$ cat config.mk
export PLATFORM = sky130hd
export DESIGN_NAME = scan_chain_loader_flat
export DESIGN_NICKNAME = d
export VERILOG_FILES = /design/src/rtl/scan_chain_loader_if.sv /design/src/rtl/scan_chain_loader.sv /design/src/flat_wrapper.sv
export SDC_FILE = /design/constraint.sdc
export NUM_CORES = 1
export LEC_CHECK = 0
export ABC_AREA = 1
export CORE_MARGIN = 2
export CORE_UTILIZATION = 44
export DETAILED_ROUTE_END_ITERATION = 10
export PLACE_DENSITY = 0.84
export SYNTH_ARGS = -nofsm -noshare
export SYNTH_HDL_FRONTEND = slang
export SYNTH_SLANG_ARGS = --single-unit
$ cat constraint.sdc
create_clock -name clk_i -period 2.85 [get_ports clk_i]
set_input_delay 0.57 -clock clk_i [delete_from_list [all_inputs] [get_ports clk_i]]
set_output_delay 0.57 -clock clk_i [all_outputs]
set_load 0.02 [all_outputs]
$ cat src/rtl/scan_chain_loader_if.sv
// Handshake and chain-pin bundle between the scan chain loader and its surroundings.
// Signal suffixes are from the loader's point of view.
interface scan_chain_loader_if #(
  parameter int unsigned DataWidth = 8
);
  logic                 start_i;
  logic                 mode_i;
  logic                 busy_o;
  logic                 done_o;
  logic                 in_valid_i;
  logic [DataWidth-1:0] in_data_i;
  logic                 in_ready_o;
  logic                 rd_valid_o;
  logic [DataWidth-1:0] rd_data_o;
  logic                 rd_ready_i;
  logic                 shift_o;
  logic [DataWidth-1:0] scan_o;
  logic [DataWidth-1:0] scan_i;

  modport slave (
    input  start_i, mode_i, in_valid_i, in_data_i, rd_ready_i, scan_i,
    output busy_o, done_o, in_ready_o, rd_valid_o, rd_data_o, shift_o, scan_o
  );

  modport master (
    output start_i, mode_i, in_valid_i, in_data_i, rd_ready_i, scan_i,
    input  busy_o, done_o, in_ready_o, rd_valid_o, rd_data_o, shift_o, scan_o
  );
endinterface

$ cat src/rtl/scan_chain_loader.sv
// Head-end driver for a neuron layer's weight/bias scan chain: LOAD shifts in upstream
// words, ROTATE recirculates the tail; every word leaving the tail is returned on readback.
module scan_chain_loader #(
  parameter int unsigned DataWidth   = 8,
  parameter int unsigned ChainLength = 6
) (
  input logic                clk_i,
  input logic                reset_i,
  scan_chain_loader_if.slave bus
);

  localparam int unsigned   CntW    = $clog2(ChainLength + 1);
  localparam logic [CntW-1:0] LastIdx = CntW'(ChainLength - 1);

  typedef enum logic [1:0] {
    ST_IDLE,
    ST_SHIFT,
    ST_DRAIN,
    ST_DONE
  } state_e;

  state_e               state_q;
  logic                 mode_q;
  logic [CntW-1:0]      cnt_q;
  logic                 busy_q;
  logic                 done_q;
  logic                 rd_valid_q;
  logic [DataWidth-1:0] rd_data_q;

  logic src_ok;
  logic rd_ok;
  logic shift;

  // A shift needs a source word and room in the readback register for the outgoing tail word.
  always_comb begin
    src_ok = mode_q | bus.in_valid_i;
    rd_ok  = !rd_valid_q || bus.rd_ready_i;
    shift  = (state_q == ST_SHIFT) && src_ok && rd_ok;
  end

  assign bus.shift_o    = shift;
  assign bus.scan_o     = mode_q ? bus.scan_i : bus.in_data_i;
  assign bus.in_ready_o = shift && !mode_q;
  assign bus.rd_valid_o = rd_valid_q;
  assign bus.rd_data_o  = rd_data_q;
  assign bus.busy_o     = busy_q;
  assign bus.done_o     = done_q;

  always_ff @(posedge clk_i) begin
    if (reset_i) begin
      state_q    <= ST_IDLE;
      mode_q     <= 1'b0;
      cnt_q      <= '0;
      busy_q     <= 1'b0;
      done_q     <= 1'b0;
      rd_valid_q <= 1'b0;
      rd_data_q  <= '0;
    end else begin
      done_q <= 1'b0;

      // Capture the tail before it moves; a consume without capture empties the register.
      if (shift) begin
        rd_data_q  <= bus.scan_i;
        rd_valid_q <= 1'b1;
        cnt_q      <= cnt_q + 1'b1;
      end else if (bus.rd_ready_i) begin
        rd_valid_q <= 1'b0;
      end

      case (state_q)
        ST_IDLE: begin
          if (bus.start_i) begin
            state_q <= ST_SHIFT;
            mode_q  <= bus.mode_i;
            cnt_q   <= '0;
            busy_q  <= 1'b1;
          end
        end
        ST_SHIFT: begin
          if (shift && (cnt_q == LastIdx)) begin
            state_q <= ST_DRAIN;
          end
        end
        ST_DRAIN: begin
          if (!rd_valid_q || bus.rd_ready_i) begin
            state_q <= ST_DONE;
            done_q  <= 1'b1;
          end
        end
        ST_DONE: begin
          state_q <= ST_IDLE;
          busy_q  <= 1'b0;
        end
        default: state_q <= ST_IDLE;
      endcase
    end
  end

endmodule

$ cat src/flat_wrapper.sv
// flat-port wrapper written by rule: the top's interface ports become plain ports
module scan_chain_loader_flat 
#(
  parameter int unsigned DataWidth   = 8,
  parameter int unsigned ChainLength = 6
)
  (clk_i, reset_i, bus_start_i, bus_mode_i, bus_in_valid_i, bus_in_data_i, bus_rd_ready_i, bus_scan_i, bus_busy_o, bus_done_o, bus_in_ready_o, bus_rd_valid_o, bus_rd_data_o, bus_shift_o, bus_scan_o);
  scan_chain_loader_if #(.DataWidth(DataWidth)) bus_i ();
  input logic clk_i;
  input logic reset_i;
  input wire logic [$bits(bus_i.start_i)-1:0] bus_start_i;
  input wire logic [$bits(bus_i.mode_i)-1:0] bus_mode_i;
  input wire logic [$bits(bus_i.in_valid_i)-1:0] bus_in_valid_i;
  input wire logic [$bits(bus_i.in_data_i)-1:0] bus_in_data_i;
  input wire logic [$bits(bus_i.rd_ready_i)-1:0] bus_rd_ready_i;
  input wire logic [$bits(bus_i.scan_i)-1:0] bus_scan_i;
  output wire logic [$bits(bus_i.busy_o)-1:0] bus_busy_o;
  output wire logic [$bits(bus_i.done_o)-1:0] bus_done_o;
  output wire logic [$bits(bus_i.in_ready_o)-1:0] bus_in_ready_o;
  output wire logic [$bits(bus_i.rd_valid_o)-1:0] bus_rd_valid_o;
  output wire logic [$bits(bus_i.rd_data_o)-1:0] bus_rd_data_o;
  output wire logic [$bits(bus_i.shift_o)-1:0] bus_shift_o;
  output wire logic [$bits(bus_i.scan_o)-1:0] bus_scan_o;
  assign bus_i.start_i = bus_start_i;
  assign bus_i.mode_i = bus_mode_i;
  assign bus_i.in_valid_i = bus_in_valid_i;
  assign bus_i.in_data_i = bus_in_data_i;
  assign bus_i.rd_ready_i = bus_rd_ready_i;
  assign bus_i.scan_i = bus_scan_i;
  assign bus_busy_o = bus_i.busy_o;
  assign bus_done_o = bus_i.done_o;
  assign bus_in_ready_o = bus_i.in_ready_o;
  assign bus_rd_valid_o = bus_i.rd_valid_o;
  assign bus_rd_data_o = bus_i.rd_data_o;
  assign bus_shift_o = bus_i.shift_o;
  assign bus_scan_o = bus_i.scan_o;
  scan_chain_loader #(.DataWidth(DataWidth), .ChainLength(ChainLength)) u_core (.clk_i(clk_i), .reset_i(reset_i), .bus(bus_i));
endmodule
==> results of run 1 <==
==> synth_stat cells (all sizes together) <==
master  count  area share (%)
clkinv      1            0.39
nor2        7             4.5
dfxtp      17              35
buf         4             4.9
nand3       4             2.1
ha          7             9.0
a21oi      13             9.4
a221oi      1            0.90
inv        15             6.1
o21bai      1            0.78
xor2        1             1.7
nand2      52              23
nor3        1            0.52
o21ai       2             1.0
nor3b       1            0.78
==> path summary, 6_finish.rpt <==
check             depth (start not counted)                    start                 endpoint  slack [ns]
setup / recovery                          8           bus_in_valid_i           bus_in_ready_o        0.18
hold / removal                            2  u_core.bus.rd_data_o[4]  u_core.bus.rd_data_o[4]        0.47
setup reg to reg                          8        u_core.state_q[1]          u_core.cnt_q[2]        1.41
hold reg to reg                           2  u_core.bus.rd_data_o[4]  u_core.bus.rd_data_o[4]        0.47
==> logic make-up after synthesis <==
logic type | share of synthesized area [%]
AO/OA/AOI/OAI | 12.1
flip-flops | 35.1
buffers and inverters | 11.4
AND/OR/NAND/NOR | 30.6
adder cells (fa/ha/maj) | 9.04
XOR/XNOR | 1.68
==> state kept, by name (all words and copies together), names as in the netlist <==
signal / cells
u_core.bus.rd_valid_o: 1
u_core.bus.done_o: 1
u_core.mode_q: 1
u_core.bus.busy_o: 1
u_core.cnt_q: 3
u_core.state_q: 2
u_core.bus.rd_data_o: 8
==> cells in the final DEF (no fill, tap or decap), drive strengths merged <==
cell type / Yosys / routed
a21oi: 13 / 13
dfxtp: 17 / 17
clkinv: 1 / 2
ha: 7 / 7
nand2: 52 / 52
clkbuf: 0 / 3
xor2: 1 / 1
nor3b: 1 / 1
o21bai: 1 / 1
inv: 15 / 15
a221oi: 1 / 1
buf: 4 / 3
o21ai: 2 / 2
clkdlybuf4s50: 0 / 42
nor3: 1 / 1
nor2: 7 / 7
nand3: 4 / 4
==> critical path: stages <==
cell                              delay [ns]
sky130_fd_sc_hd__clkdlybuf4s50_1        0.50
sky130_fd_sc_hd__nor2_4                 0.05
sky130_fd_sc_hd__nor2_4                 0.12
sky130_fd_sc_hd__nand2_4                0.06
sky130_fd_sc_hd__inv_4                  0.09
sky130_fd_sc_hd__nand2_1                0.06
sky130_fd_sc_hd__inv_1                  0.06
sky130_fd_sc_hd__clkdlybuf4s50_1        0.60
==> power by group through the flow <==
| stage | Clock [mW] | Combinational, mW | Sequential, mW |
|---|---|---|---|
| after floorplan | 0 | 0.353 | 0.357 |
| after global placement | 0 | 0.545 | 0.338 |
| after detailed placement | 0 | 0.563 | 0.341 |
| after CTS | 0.138 | 0.566 | 0.336 |
| after global routing | 0.152 | 0.620 | 0.345 |
| final | 0.136 | 0.561 | 0.335 |
==> metal layers <==
metal / up-vias / part of all wire [%] / track usage, %
met5: - / 0 / 0
met4: 0 / 0.86 / 10.4
met3: 2 / 4.6 / 5.56
met2: 22 / 50 / 32.0
met1: 414 / 45 / 22.8
li1: 482 / - / -
==> metrics by stage <==
| step | utilization (%) | cells | cell area (sq um) |
|---|---|---|---|
| floorplan | - | 127 | 968 |
| global placement | 69.1 | 195 | 1400 |
| detailed placement | 69.1 | 195 | 1400 |
| CTS | 70.5 | 199 | 1430 |
| global route | 70.5 | 199 | 1430 |
| finish | 70.5 | 199 | 1430 |
==> area by class of cell <==
class / count / area (sq um)
timing repair buffer: 45 / 443
clock buffer: 3 / 22.5
tap: 27 / 33.8
clock inverter: 1 / 5.00
inverter: 16 / 62.6
fill: 174 / 597
multi-input combinational: 90 / 518
sequential: 17 / 340
==> metrics.log, run 1 <==
[metrics] status: finished, final reports clean
[metrics] P per Cell Area: 725 nW/um^2
[metrics] WP data arrival: 2.10 ns
[metrics] Gates resized, CTS repair: 0
[metrics] Initial Utilization: 47.9%
[metrics] Sequential Power Share: 32.5%
[metrics] mean area per synthesized cell: 7.63 sq um
[metrics] Slew Viols, Final: 0
[metrics] setup slack at placement: 0.168 ns
[metrics] Synth Cell Area: 968 sq um
[metrics] number of nets produced by synthesis: 156
[metrics] antenna violations before repair: 0
[metrics] setup repair after global routing missed its margin: no
[metrics] via density per instance: 4.62
[metrics] final worst slack: 0.180 ns
[metrics] maximum vdd drop: 0.402 mV
[metrics] switching part of the total power: 42.8%
[metrics] number of warnings issued by yosys: 0
[metrics] TritonCTS buffer count: 3
[metrics] half-perimeter wire length after placement: 1780 um
[metrics] number of buffers inserted by port buffering: 42
[metrics] Clock Sink Count: 17
[metrics] final routed wirelength across all metal layers: 2220 um
[metrics] Fin Hold WS: 0.468 ns
[metrics] Worst Path Class, Setup: primary input to output pin
[metrics] number of buffers inserted by hold repair at cts: 0
[metrics] number of post-CTS setup repair buffers: 0
[metrics] final hold violations: 0
[metrics] buffer cell driving the clock tree root: sky130_fd_sc_hd__clkbuf_4
[metrics] Placement Rows: 16
[metrics] clock-pin slew on the worst setup and hold paths: 0.10 ns
[metrics] number of setup violations in the final report: 0
[metrics] via count of the first global-routing pass: 899
[metrics] net switching component of the power: 442 uW
[metrics] Post-Syn Instances: 127
[metrics] share of final-layout standard cells stronger than drive strength 1: 15.7%
[metrics] Pre-antenna DRT Iters: 4
[metrics] largest net degree at the start of global routing: 13
[metrics] CTS tree: done
[metrics] GP Congestion: 0.805
[metrics] Overall Global Routing Usage: 19.5%
[metrics] Detail Route Antenna Nets: 0
[metrics] count of boundary I/O pins: 43
[metrics] Worst setup SP type: primary input
[metrics] core box area: 2020 sq um
[metrics] Synth Register Bits: 17
[metrics] Internal Power: 590 uW
[metrics] number of vias after detailed routing: 920
[metrics] remaining design rule violation count: 0
[metrics] Yosys cell types: 24
[metrics] # nets final: 202
[metrics] number of max-capacitance violations reported: 0
[metrics] Vert. Die Dim: 50.9 um
[metrics] Clock Skews: 0.00342 ns
[metrics] Leak: 0.616 nW
[metrics] total overflow reported by the global router: 0
[metrics] floorplan die width: 50.9 um
[metrics] Worst Setup End Kind: output pin
[metrics] Worst Tran Pin Value: 0.451 ns
[metrics] die outline area: 2590 sq um
[metrics] Pwr Total: 1.03 mW
[metrics] fraction of power consumed by combinational cells: 54.4%
[metrics] required time of the critical path: 2.28 ns
[metrics] sequential element share of the synthesized area: 35.1%
[metrics] Longest Clk Path Bufs: 2
[metrics] Worst Hold Class: flop to flop
[metrics] later-pin clock latency in the skew report: 0.30 ns
[metrics] Total Negative Setup Slacks: 0 ns
[metrics] part of the total power dissipated in the clock network: 13.2%
[metrics] average detailed-routed wire length per instance: 11.2 um
[metrics] largest fanout on the critical path: 7
[metrics] count of routing violations after the opening detailed-route iteration: 12
[metrics] minimum clock period: 2.67 ns
[metrics] Layout Area Growth over Synthesis: 47.2%
[metrics] depth of the CTS H-tree: 1
[metrics] antenna cell count: 0
[metrics] global-route wire length before repair: 3770 um
[metrics] share of the cycle needed by the critical path after routing: 93.7%
[metrics] worst max-slew margin expressed relative to the limit: 69.9%
[metrics] Max Fclk: 374 MHz
Power figures use the tool's default switching activity.
==> inputs of run 2 (changes only) <==
--- a/config.mk
+++ b/config.mk
@@ -7,9 +7,11 @@
 export LEC_CHECK = 0
 export ABC_AREA = 1
 export CORE_MARGIN = 2
-export CORE_UTILIZATION = 44
+export CORE_UTILIZATION = 40
 export DETAILED_ROUTE_END_ITERATION = 10
-export PLACE_DENSITY = 0.84
+export GPL_ROUTABILITY_DRIVEN = 0
+export PLACE_DENSITY = 0.77
+export REMOVE_ABC_BUFFERS = 1
 export SYNTH_ARGS = -nofsm -noshare
 export SYNTH_HDL_FRONTEND = slang
 export SYNTH_SLANG_ARGS = --single-unit
==> run 2 against run 1 <==
Against the previous run: worst setup slack improved by 0.021 ns; critical path depth unchanged; utilization decreased by 7.3 points; register-to-register slack about the same; non-clock buffer count unchanged; largest power group unchanged; global-route usage decreased by 0.28 points; combinational power about the same; die area increased by 9.2%; cell count increased by 0.50%; wire length increased by 3.3%.
==> metrics.log, run 2 (synthesized netlist as in run 1, its figures left out) <==
[metrics] status: finished, final reports clean
[metrics] number of buffers inserted by hold repair at cts: 0 (unchanged)
[metrics] half-perimeter wire length after placement: 1850 um (+4.4%)
[metrics] core box area: 2250 sq um (+12%)
[metrics] final hold violations: 0 (unchanged)
[metrics] Longest Clk Path Bufs: 2 (unchanged)
[metrics] largest fanout on the critical path: 5 (-2)
[metrics] Worst setup SP type: primary input
[metrics] FF-to-FF path depth: 8 (unchanged)
[metrics] share of final-layout standard cells stronger than drive strength 1: 15.1% (-0.58 points)
[metrics] Worst Hold Class: flop to flop
[metrics] worst max-slew margin expressed relative to the limit: 71.3% (+1.4 points)
[metrics] Pre-antenna DRT Iters: 6 (+2)
[metrics] depth of the CTS H-tree: 1 (unchanged)
[metrics] flip-flop count of the largest register, all copies and words added: 8 (unchanged)
[metrics] average detailed-routed wire length per instance: 11.5 um (+2.8%)
[metrics] Pwr Total: 1.03 mW (-0.28%)
[metrics] Overall Global Routing Usage: 19.2% (-0.28 points)
[metrics] Worst Path Class, Setup: primary input to output pin
[metrics] Initial Utilization: 43.0% (-4.9 points)
[metrics] Placement Rows: 17 (+1)
[metrics] Clock Sink Count: 17 (unchanged)
[metrics] final routed wirelength across all metal layers: 2300 um (+3.3%)
[metrics] CTS tree: done
[metrics] Clock Skews: 0.00229 ns (-0.00112 ns)
[metrics] later-pin clock latency in the skew report: 0.30 ns (about the same)
[metrics] Layout Area Growth over Synthesis: 47.2% (unchanged)
[metrics] number of post-CTS setup repair buffers: 0 (unchanged)
[metrics] largest net degree at the start of global routing: 13 (unchanged)
[metrics] number of placed cells counting well taps: 196 (+0.51%)
[metrics] setup repair after global routing missed its margin: no
[metrics] Reg2Reg Setup Slack: 1.40 ns (about the same)
[metrics] clock-pin slew on the worst setup and hold paths: 0.10 ns (about the same)
[metrics] die outline area: 2830 sq um (+9.2%)
[metrics] most common cell after layout, fill and taps aside: sky130_fd_sc_hd__nand2_1
[metrics] WP data arrival: 2.08 ns (-0.02 ns)
[metrics] Hold EP: u_core.bus.rd_data_o[0]
[metrics] source of the worst register-to-register timing path: u_core.state_q[1]
[metrics] TritonCTS buffer count: 3 (unchanged)
[metrics] hold-critical path depth: 2 (unchanged)
[metrics] antenna cell count: 0 (unchanged)
[metrics] # nets final: 202 (unchanged)
[metrics] via count of the first global-routing pass: 931 (+3.6%)
[metrics] Gates resized, CTS repair: 0 (unchanged)
[metrics] Worst R2R End: u_core.cnt_q[2]
[metrics] hold wc startpoint: u_core.bus.rd_data_o[0]
[metrics] Max Fclk: 377 MHz (+0.79%)
[metrics] floorplan die width: 53.2 um (+4.5%)
[metrics] minimum clock period: 2.65 ns (-0.0209 ns)
[metrics] Leak: 0.613 nW (-0.44%)
[metrics] remaining design rule violation count: 0 (unchanged)
[metrics] number of buffers inserted by port buffering: 42 (unchanged)
[metrics] required time of the critical path: 2.28 ns (about the same)
[metrics] Worst Setup End Kind: output pin
[metrics] share of the cycle needed by the critical path after routing: 93.0% (-0.73 points)
[metrics] antenna violations before repair: 0 (unchanged)
[metrics] number of max-capacitance violations reported: 0 (unchanged)
[metrics] count of boundary I/O pins: 43 (unchanged)
[metrics] P per Cell Area: 722 nW/um^2 (-0.28%)
[metrics] total overflow reported by the global router: 0 (unchanged)
[metrics] number of vias after detailed routing: 951 (+3.4%)
[metrics] global-route wire length before repair: 4040 um (+6.9%)
[metrics] Vert. Die Dim: 53.2 um (+4.5%)
[metrics] Slew Viols, Final: 0 (unchanged)
[metrics] buffer cell driving the clock tree root: sky130_fd_sc_hd__clkbuf_4
[metrics] most used cells in the layout excluding fill and tap cells: sky130_fd_sc_hd__nand2_1 (44), sky130_fd_sc_hd__clkdlybuf4s50_1 (42), sky130_fd_sc_hd__dfxtp_1 (17), sky130_fd_sc_hd__inv_1 (14)
[metrics] non-filler instance count after layout: 200 (+0.50%)
[metrics] number of setup violations in the final report: 0 (unchanged)
[metrics] maximum vdd drop: 0.332 mV (-18%)
[metrics] Total Negative Setup Slacks: 0 ns (unchanged)
[metrics] Worst Tran Pin Value: 0.430 ns (-0.0209 ns)
[metrics] via density per instance: 4.76 (+2.9%)
[metrics] launching instance or port of the critical path: bus_in_valid_i
[metrics] Detail Route Antenna Nets: 0 (unchanged)
[metrics] count of routing violations after the opening detailed-route iteration: 15 (+3)
## run 2: metal layers
layer,global-route usage [%],wire (um),vias to the layer above
met5,0,0,-
met4,7.69,42,0
met3,2.82,92,5
met2,32.7,1190,19
met1,23.9,973,448
li1,-,-,479
## run 2: per-stage QoR
stage	instance area, sq um	setup slack, ns	hold WS (ns)	utilization, %
3_3_place_gp	1400	0.214	0.454	62.0
6_report	1430	0.201	0.481	63.2
2_1_floorplan	921	1.04	0.503	-
4_1_cts	1430	0.192	0.485	63.2
3_5_place_dp	1400	0.198	0.471	62.0
5_1_grt	1430	0.112	0.499	63.2
## run 2: area by class of cell
type | instances | area, sq um
multi-input combinational | 90 | 518
fill | 212 | 830
sequential | 17 | 340
timing repair buffer | 45 | 443
inverter | 16 | 62.6
clock buffer | 4 | 26.3
tap | 28 | 35.0
## run 2: worst max path at each step
stage               depth (start not counted)        endpoint  slack [ns]
finish                                      8  bus_in_ready_o        0.20
global route                                8  bus_in_ready_o        0.11
CTS                                         8  bus_in_ready_o        0.19
global placement                            8  bus_in_ready_o        0.21
floorplan                                   6  bus_in_ready_o        1.04
detailed placement                          8  bus_in_ready_o        0.20
## run 2: where the power goes
part           switching [mW]  internal [mW]  leakage, nW
Combinational           0.311          0.249        0.459
Clock                  0.0792         0.0546       0.0150
Sequential             0.0470          0.288        0.139
Total                   0.437          0.592        0.613
## run 2: worst max-delay path, stage by stage
cell                              delay [ns]
sky130_fd_sc_hd__clkdlybuf4s50_1        0.50
sky130_fd_sc_hd__nor2_4                 0.04
sky130_fd_sc_hd__nor2_4                 0.12
sky130_fd_sc_hd__nand2_4                0.07
sky130_fd_sc_hd__inv_4                  0.08
sky130_fd_sc_hd__nand2_1                0.05
sky130_fd_sc_hd__inv_1                  0.05
sky130_fd_sc_hd__clkdlybuf4s50_1        0.59
==> inputs of run 3 (changes only) <==
--- a/config.mk
+++ b/config.mk
@@ -6,6 +6,7 @@
 export NUM_CORES = 1
 export LEC_CHECK = 0
 export ABC_AREA = 1
+export CAP_MARGIN = 5
 export CORE_MARGIN = 2
 export CORE_UTILIZATION = 40
 export DETAILED_ROUTE_END_ITERATION = 10
==> results of run 3 <==
The final DEF is identical to that of run 2; final timing and power are the same.
